[config.mk]
export PLATFORM = sky130hd
export DESIGN_NAME = carregador_instrucoes_flat
export DESIGN_NICKNAME = d
export VERILOG_FILES = /design/src/rtl/carregador_instrucoes_pkg.sv /design/src/rtl/carregador_instrucoes_if.sv /design/src/rtl/carregador_instrucoes_montador_palavra.sv /design/src/rtl/carregador_instrucoes.sv /design/src/flat_wrapper.sv
export SDC_FILE = /design/constraint.sdc
export NUM_CORES = 1
export LEC_CHECK = 0
export CORE_ASPECT_RATIO = 2
export CORE_MARGIN = 1
export CORE_UTILIZATION = 45
export CTS_CLUSTER_SIZE = 25
export DETAILED_ROUTE_END_ITERATION = 6
export GPL_TIMING_DRIVEN = 0
export PLACE_DENSITY_LB_ADDON = 0.2
export SYNTH_ARGS = -nofsm -noshare
export SYNTH_HDL_FRONTEND = slang
export SYNTH_HIERARCHICAL = 1
export SYNTH_SLANG_ARGS = --single-unit
[constraint.sdc]
create_clock -name clk -period 3.2 [get_ports clk]
set_clock_uncertainty 0.15 [all_clocks]
set_input_delay 0.48 -clock clk [delete_from_list [all_inputs] [get_ports clk]]
set_output_delay 0.48 -clock clk [all_outputs]
set_load 0.01 [all_outputs]
[src/rtl/carregador_instrucoes_pkg.sv]
// carregador_instrucoes_pkg: shared state encoding and sizing constants for the program loader
package carregador_instrucoes_pkg;
  typedef enum logic [2:0] {OCIOSO, CAB_HI, CAB_LO, DADOS, ESCREVE, SOMA, FIM, ERRO} estado_t;
  localparam int CAB_BYTES = 2;
  localparam int BYTES_POR_PALAVRA = 4;
  localparam int NUM_WORDS_PAD = 256;
  localparam int CNT_W_PAD = CAB_BYTES * 8;
  localparam int IDX_W = $clog2(NUM_WORDS_PAD);
endpackage

[src/rtl/carregador_instrucoes_if.sv]
// carregador_instrucoes_if: byte stream, instruction-memory write port and status of the loader
interface carregador_instrucoes_if;
  logic        start;
  logic [7:0]  byte_in;
  logic        byte_valid;
  logic        byte_ready;
  logic        we;
  logic [31:0] waddr;
  logic [31:0] wdata;
  logic        cpu_hold;
  logic        ocupado;
  logic        concluido;
  logic        erro;
  modport master (output start, byte_in, byte_valid,
                  input byte_ready, we, waddr, wdata, cpu_hold, ocupado, concluido, erro);
  modport slave  (input start, byte_in, byte_valid,
                  output byte_ready, we, waddr, wdata, cpu_hold, ocupado, concluido, erro);
endinterface

[src/rtl/carregador_instrucoes_montador_palavra.sv]
// montador_palavra: assembles big-endian words from bytes and keeps the running XOR checksum
module montador_palavra
  import carregador_instrucoes_pkg::*;
(
  input  logic        clk,
  input  logic        rst,
  input  logic        i_clr,
  input  logic        i_en,
  input  logic [7:0]  i_byte,
  output logic [31:0] o_palavra,
  output logic        o_cheia,
  output logic [7:0]  o_soma
);
  logic [31:0] r_palavra;
  logic [1:0]  r_cnt;
  logic [7:0]  r_soma;
  // shift each accepted byte in from the right so the first one ends up in [31:24]
  always_ff @(posedge clk) begin
    if (rst || i_clr) begin
      r_palavra <= '0;
      r_cnt     <= '0;
      r_soma    <= '0;
    end else if (i_en) begin
      r_palavra <= {r_palavra[23:0], i_byte};
      r_cnt     <= r_cnt + 2'd1;
      r_soma    <= r_soma ^ i_byte;
    end
  end
  assign o_palavra = r_palavra;
  assign o_cheia   = r_cnt == 2'(BYTES_POR_PALAVRA - 1);
  assign o_soma    = r_soma;
endmodule

[src/rtl/carregador_instrucoes.sv]
// carregador_instrucoes: loads a framed byte stream into instruction memory while holding the CPU
module carregador_instrucoes
  import carregador_instrucoes_pkg::*;
#(
  parameter int NUM_WORDS = NUM_WORDS_PAD,
  parameter int CNT_W     = CNT_W_PAD
) (
  input logic              clk,
  input logic              reset,
  carregador_instrucoes_if.slave bus
);
  estado_t          r_estado, w_prox;
  logic [CNT_W-1:0] r_n, w_n;
  logic [IDX_W-1:0] r_idx;
  logic             w_parado, w_inicio, w_xfer, w_cheia;
  logic [31:0]      w_palavra;
  logic [7:0]       w_soma;
  assign w_parado       = r_estado inside {OCIOSO, FIM, ERRO};
  assign w_inicio       = bus.start && w_parado;
  assign bus.byte_ready = r_estado inside {CAB_HI, CAB_LO, DADOS, SOMA};
  assign w_xfer         = bus.byte_valid && bus.byte_ready;
  assign w_n            = {r_n[CNT_W-1:8], bus.byte_in};
  montador_palavra u_montador (
    .clk       (clk),
    .rst       (reset),
    .i_clr     (w_inicio),
    .i_en      (w_xfer && r_estado == DADOS),
    .i_byte    (bus.byte_in),
    .o_palavra (w_palavra),
    .o_cheia   (w_cheia),
    .o_soma    (w_soma)
  );
  assign bus.we        = r_estado == ESCREVE;
  assign bus.waddr     = 32'(r_idx) << 2;
  assign bus.wdata     = w_palavra;
  assign bus.ocupado   = !w_parado;
  assign bus.cpu_hold  = !w_parado;
  assign bus.concluido = r_estado == FIM;
  assign bus.erro      = r_estado == ERRO;
  // state, header count and word index; the index advances once per written word
  always_ff @(posedge clk) begin
    if (reset) begin
      r_estado <= OCIOSO;
      r_n      <= '0;
      r_idx    <= '0;
    end else begin
      r_estado <= w_prox;
      if (w_inicio) begin
        r_n   <= '0;
        r_idx <= '0;
      end else if (w_xfer && r_estado == CAB_HI) r_n <= {bus.byte_in, 8'h00};
      else if (w_xfer && r_estado == CAB_LO) r_n <= w_n;
      else if (r_estado == ESCREVE) r_idx <= r_idx + 1'b1;
    end
  end
  // next state: header range check, word assembly, one write cycle per word, checksum compare
  always_comb begin
    w_prox = r_estado;
    case (r_estado)
      OCIOSO, FIM, ERRO: w_prox = bus.start ? CAB_HI : r_estado;
      CAB_HI:  w_prox = w_xfer ? CAB_LO : CAB_HI;
      CAB_LO:  w_prox = !w_xfer ? CAB_LO : (w_n > CNT_W'(NUM_WORDS)) ? ERRO : (w_n == '0) ? SOMA : DADOS;
      DADOS:   w_prox = (w_xfer && w_cheia) ? ESCREVE : DADOS;
      ESCREVE: w_prox = (CNT_W'(r_idx) + 1'b1 == r_n) ? SOMA : DADOS;
      SOMA:    w_prox = !w_xfer ? SOMA : (bus.byte_in == w_soma) ? FIM : ERRO;
      default: w_prox = OCIOSO;
    endcase
  end
endmodule

[src/flat_wrapper.sv]
// flat-port wrapper written by rule: the top's interface ports become plain ports
module carregador_instrucoes_flat import carregador_instrucoes_pkg::*;
#(
  parameter int NUM_WORDS = NUM_WORDS_PAD,
  parameter int CNT_W     = CNT_W_PAD
)
  (clk, reset, bus_start, bus_byte_in, bus_byte_valid, bus_byte_ready, bus_we, bus_waddr, bus_wdata, bus_cpu_hold, bus_ocupado, bus_concluido, bus_erro);
  carregador_instrucoes_if bus_i ();
  input logic clk;
  input logic reset;
  input wire logic [$bits(bus_i.start)-1:0] bus_start;
  input wire logic [$bits(bus_i.byte_in)-1:0] bus_byte_in;
  input wire logic [$bits(bus_i.byte_valid)-1:0] bus_byte_valid;
  output wire logic [$bits(bus_i.byte_ready)-1:0] bus_byte_ready;
  output wire logic [$bits(bus_i.we)-1:0] bus_we;
  output wire logic [$bits(bus_i.waddr)-1:0] bus_waddr;
  output wire logic [$bits(bus_i.wdata)-1:0] bus_wdata;
  output wire logic [$bits(bus_i.cpu_hold)-1:0] bus_cpu_hold;
  output wire logic [$bits(bus_i.ocupado)-1:0] bus_ocupado;
  output wire logic [$bits(bus_i.concluido)-1:0] bus_concluido;
  output wire logic [$bits(bus_i.erro)-1:0] bus_erro;
  assign bus_i.start = bus_start;
  assign bus_i.byte_in = bus_byte_in;
  assign bus_i.byte_valid = bus_byte_valid;
  assign bus_byte_ready = bus_i.byte_ready;
  assign bus_we = bus_i.we;
  assign bus_waddr = bus_i.waddr;
  assign bus_wdata = bus_i.wdata;
  assign bus_cpu_hold = bus_i.cpu_hold;
  assign bus_ocupado = bus_i.ocupado;
  assign bus_concluido = bus_i.concluido;
  assign bus_erro = bus_i.erro;
  carregador_instrucoes #(.NUM_WORDS(NUM_WORDS), .CNT_W(CNT_W)) u_core (.clk(clk), .reset(reset), .bus(bus_i));
endmodule
==> out/metrics.cfg <==
[status]
status = finished clean

[critical_path]
critPathLaunch = u_core/r_estado[2]$_SDFFE_PP0P_
r2r_start = u_core/r_idx[1]$_SDFFE_PP0P_
cp_slowest_stage_delay_ns = 0.59
crit_chain = buf_2 > nand2_1 > inv_1 > clkdlybuf4s50_1
slowest_stage = clkdlybuf4s50_1
critPathRequiredTime_ns = 2.57
cp_max_fo = 10
cp.arrival_ns = 2.03
cp-start-kind = flip-flop
worst-setup-path-type = flip-flop to output port
end_kind = output port

[die]
core_um2 = 7540
rows = 45
initial_core_util_pct = 46.1
die_area_um2 = 8110
ioPinCount = 82
die_w_um = 64.2
die_h_um = 126

[clock_network]
postCtsHoldBufs = 0
cts_buffers = 9
cts_sinks = 69
post_cts_buffers = 0
worstSkewPairLatency_ns = 0.34
htree_num_levels = 3
cts_tree = built
cts_buffer_depth = 2
clk_pin_slew_worst_paths_ns = 0.06
cts_resized = 0
cts_root_buffer = clkbuf_16

[hold_path]
hp-start = u_core/r_n[9]$_SDFFE_PP0P_
hp-class = flip-flop to flip-flop

[sta]
finalHoldViolations = 0
rsz0062_at_grt = false
setup_viol = 0
timing.fmax_ghz = 0.375
slew_viol_final = 0
min_period_over_period_pct = 83.2
worst_pin_slew_ns = 0.595
slew_headroom_pct = 60.2
fin_setup_tns_ns = 0
finalCriticalPeriod_ns = 2.66

[power_and_ir_drop]
ir_drop_mv = 0.416
p_leak_uw = 0.00166
power_density_nw_per_um2 = 513

[synthesis]
syn_avg_cell_area_um2 = 9.01
post_synth_instance_area_um2 = 3480
yosysSeqAreaShare_pct = 39.7
synth_seq_cells = 69
synthCells = 386
yosys_warnings = 6
yosysUniqueCellTypes = 45

[global_route]
overflow = 0
grt_pass1_vias = 2673
grt_use_total_pct = 20.4
grt_pass1_wl_mm = 12.6
grt_antenna_before_repair = 0
grt_max_degree = 15

[cells_and_area]
area_growth_pct = 31.7
instances_no_fill = 576
layout_common_cells = 69 x dfxtp_1, 57 x clkdlybuf4s50_1, 49 x nand2_1
drive_above_1_share_pct = 18.5
final_common_cell = dfxtp_1
antennaDiodeCount = 0
final_nets = 491
num-fill-cells = 693

[placement]
io_buffer_count = 57
dp_hpwl_mm = 5.89
dp.cells = 560
place_congestion = 0.806

[drt]
wirelength_mm = 7.90
drt.antenna.violating_nets = 0
vias = 2829
wl_per_cell_um = 13.7
dr.first_iter.drc_count = 157
drc = 0
first_pass_iters = 4
via_per_inst = 4.91

[job]
cap_violations = 0

==> cell families after synthesis <==
group / after synthesis / share of synthesized area, %
other: 1 / 0.108
multiplexers: 33 / 9.49
flip-flops: 69 / 39.7
AO/OA/AOI/OAI: 58 / 12.5
AND/OR/NAND/NOR: 146 / 20.0
XOR/XNOR: 27 / 6.80
buffers and inverters: 50 / 10.7
adder cells (fa/ha/maj): 2 / 0.719
==> synthesized netlist by cell type (all sizes together) <==
master	instances	area (µm²)
a21bo	8	80.1
a311oi	1	8.76
a31oi	4	25.0
nor4	4	37.5
a21oi	31	211
ha	2	25.0
and3b	1	8.76
or2	2	12.5
a21boi	1	7.51
nor3	8	40.0
a311o	1	10.0
nor3b	1	12.5
clkbuf	3	11.3
nand2	49	184
o32ai	1	8.76
nand3	5	25.0
nor2	48	180
mux2i	33	330
o21a	1	7.51
nand3b	9	67.6
or3	2	12.5
and3	4	25.0
xor2	5	43.8
inv	3	11.3
nand4	5	31.3
a211oi	1	12.5
buf	44	350
o2111ai	1	8.76
o2bb2ai	1	8.76
and4b	1	10.0
nand2b	2	12.5
o21ai	4	20.0
xnor2	22	193
o31a	1	8.76
and4	1	10.0
o21ba	1	10.0
nor2b	4	25.0
conb	1	3.75
a21o	1	7.51
dfxtp	69	1380
==> report_power, final <==
part / total (µW) / leakage (µW) / internal, µW / switching [µW]
Combinational: 359 / 0.000943 / 163 / 196
Clock: 1090 / 0.000157 / 691 / 400
Sequential: 897 / 0.000557 / 879 / 18.6
==> metal layers <==
layer / up-vias / track usage, % / wire (µm)
met5: - / 0 / 0
met4: 0 / 9.80 / 191
met3: 12 / 4.86 / 302
met2: 76 / 39.6 / 4550
met1: 1303 / 19.2 / 2860
li1: 1438 / - / -
==> per-stage QoR <==
step | cell area [µm²] | utilization (%) | worst slack [ns] | hold slack (ns) | power, µW
final | 4580 | 60.7 | 0.537 | 0.313 | 2350
after global routing | 4580 | 60.7 | 0.408 | 0.328 | 2440
after CTS | 4580 | 60.7 | 0.535 | 0.313 | 2370
after detailed placement | 4250 | 56.4 | 0.716 | 0.306 | 1280
after global placement | 4250 | 56.4 | 0.713 | 0.293 | 1270
after floorplan | 3570 | - | 1.34 | 0.286 | 1160
==> critical path: cells and delay by family, from the launching register on <==
family / cells / cell delay [ns]
and+or+nand+nor: 1 / 0.21
DFF: 1 / 0.39
buffers and inverters: 3 / 1.09
==> sequential cells by signal, summed over array words and instances (netlist names) <==
signal                       flops
u_core/u_montador/o_palavra     32
u_core/r_n                      16
u_core/r_estado                  3
u_core/r_idx                     8
u_core/u_montador/o_soma         8
u_core/u_montador/r_cnt          2
==> worst paths after layout <==
kind	end	slack [ns]	cells after the start
worst max-delay path	bus_we	0.54	4
worst max register to register	u_core/r_estado[2]$_SDFFE_PP0P_	1.09	7
worst min-delay path	u_core/r_n[9]$_SDFFE_PP0P_	0.31	2
worst min register to register	u_core/r_n[9]$_SDFFE_PP0P_	0.31	2
==> layout make-up <==
type | instances | area, µm² | area share, %
multi-input combinational | 290 | 1810 | 39.5
sequential | 69 | 1380 | 30.1
timing repair buffer | 57 | 571 | 12.5
buffer | 47 | 362 | 7.89
clock buffer | 9 | 225 | 4.92
tap | 94 | 118 | 2.57
clock inverter | 7 | 103 | 2.24
inverter | 3 | 11.3 | 0.246
No activity file was read; power rests on OpenSTA's default activity.
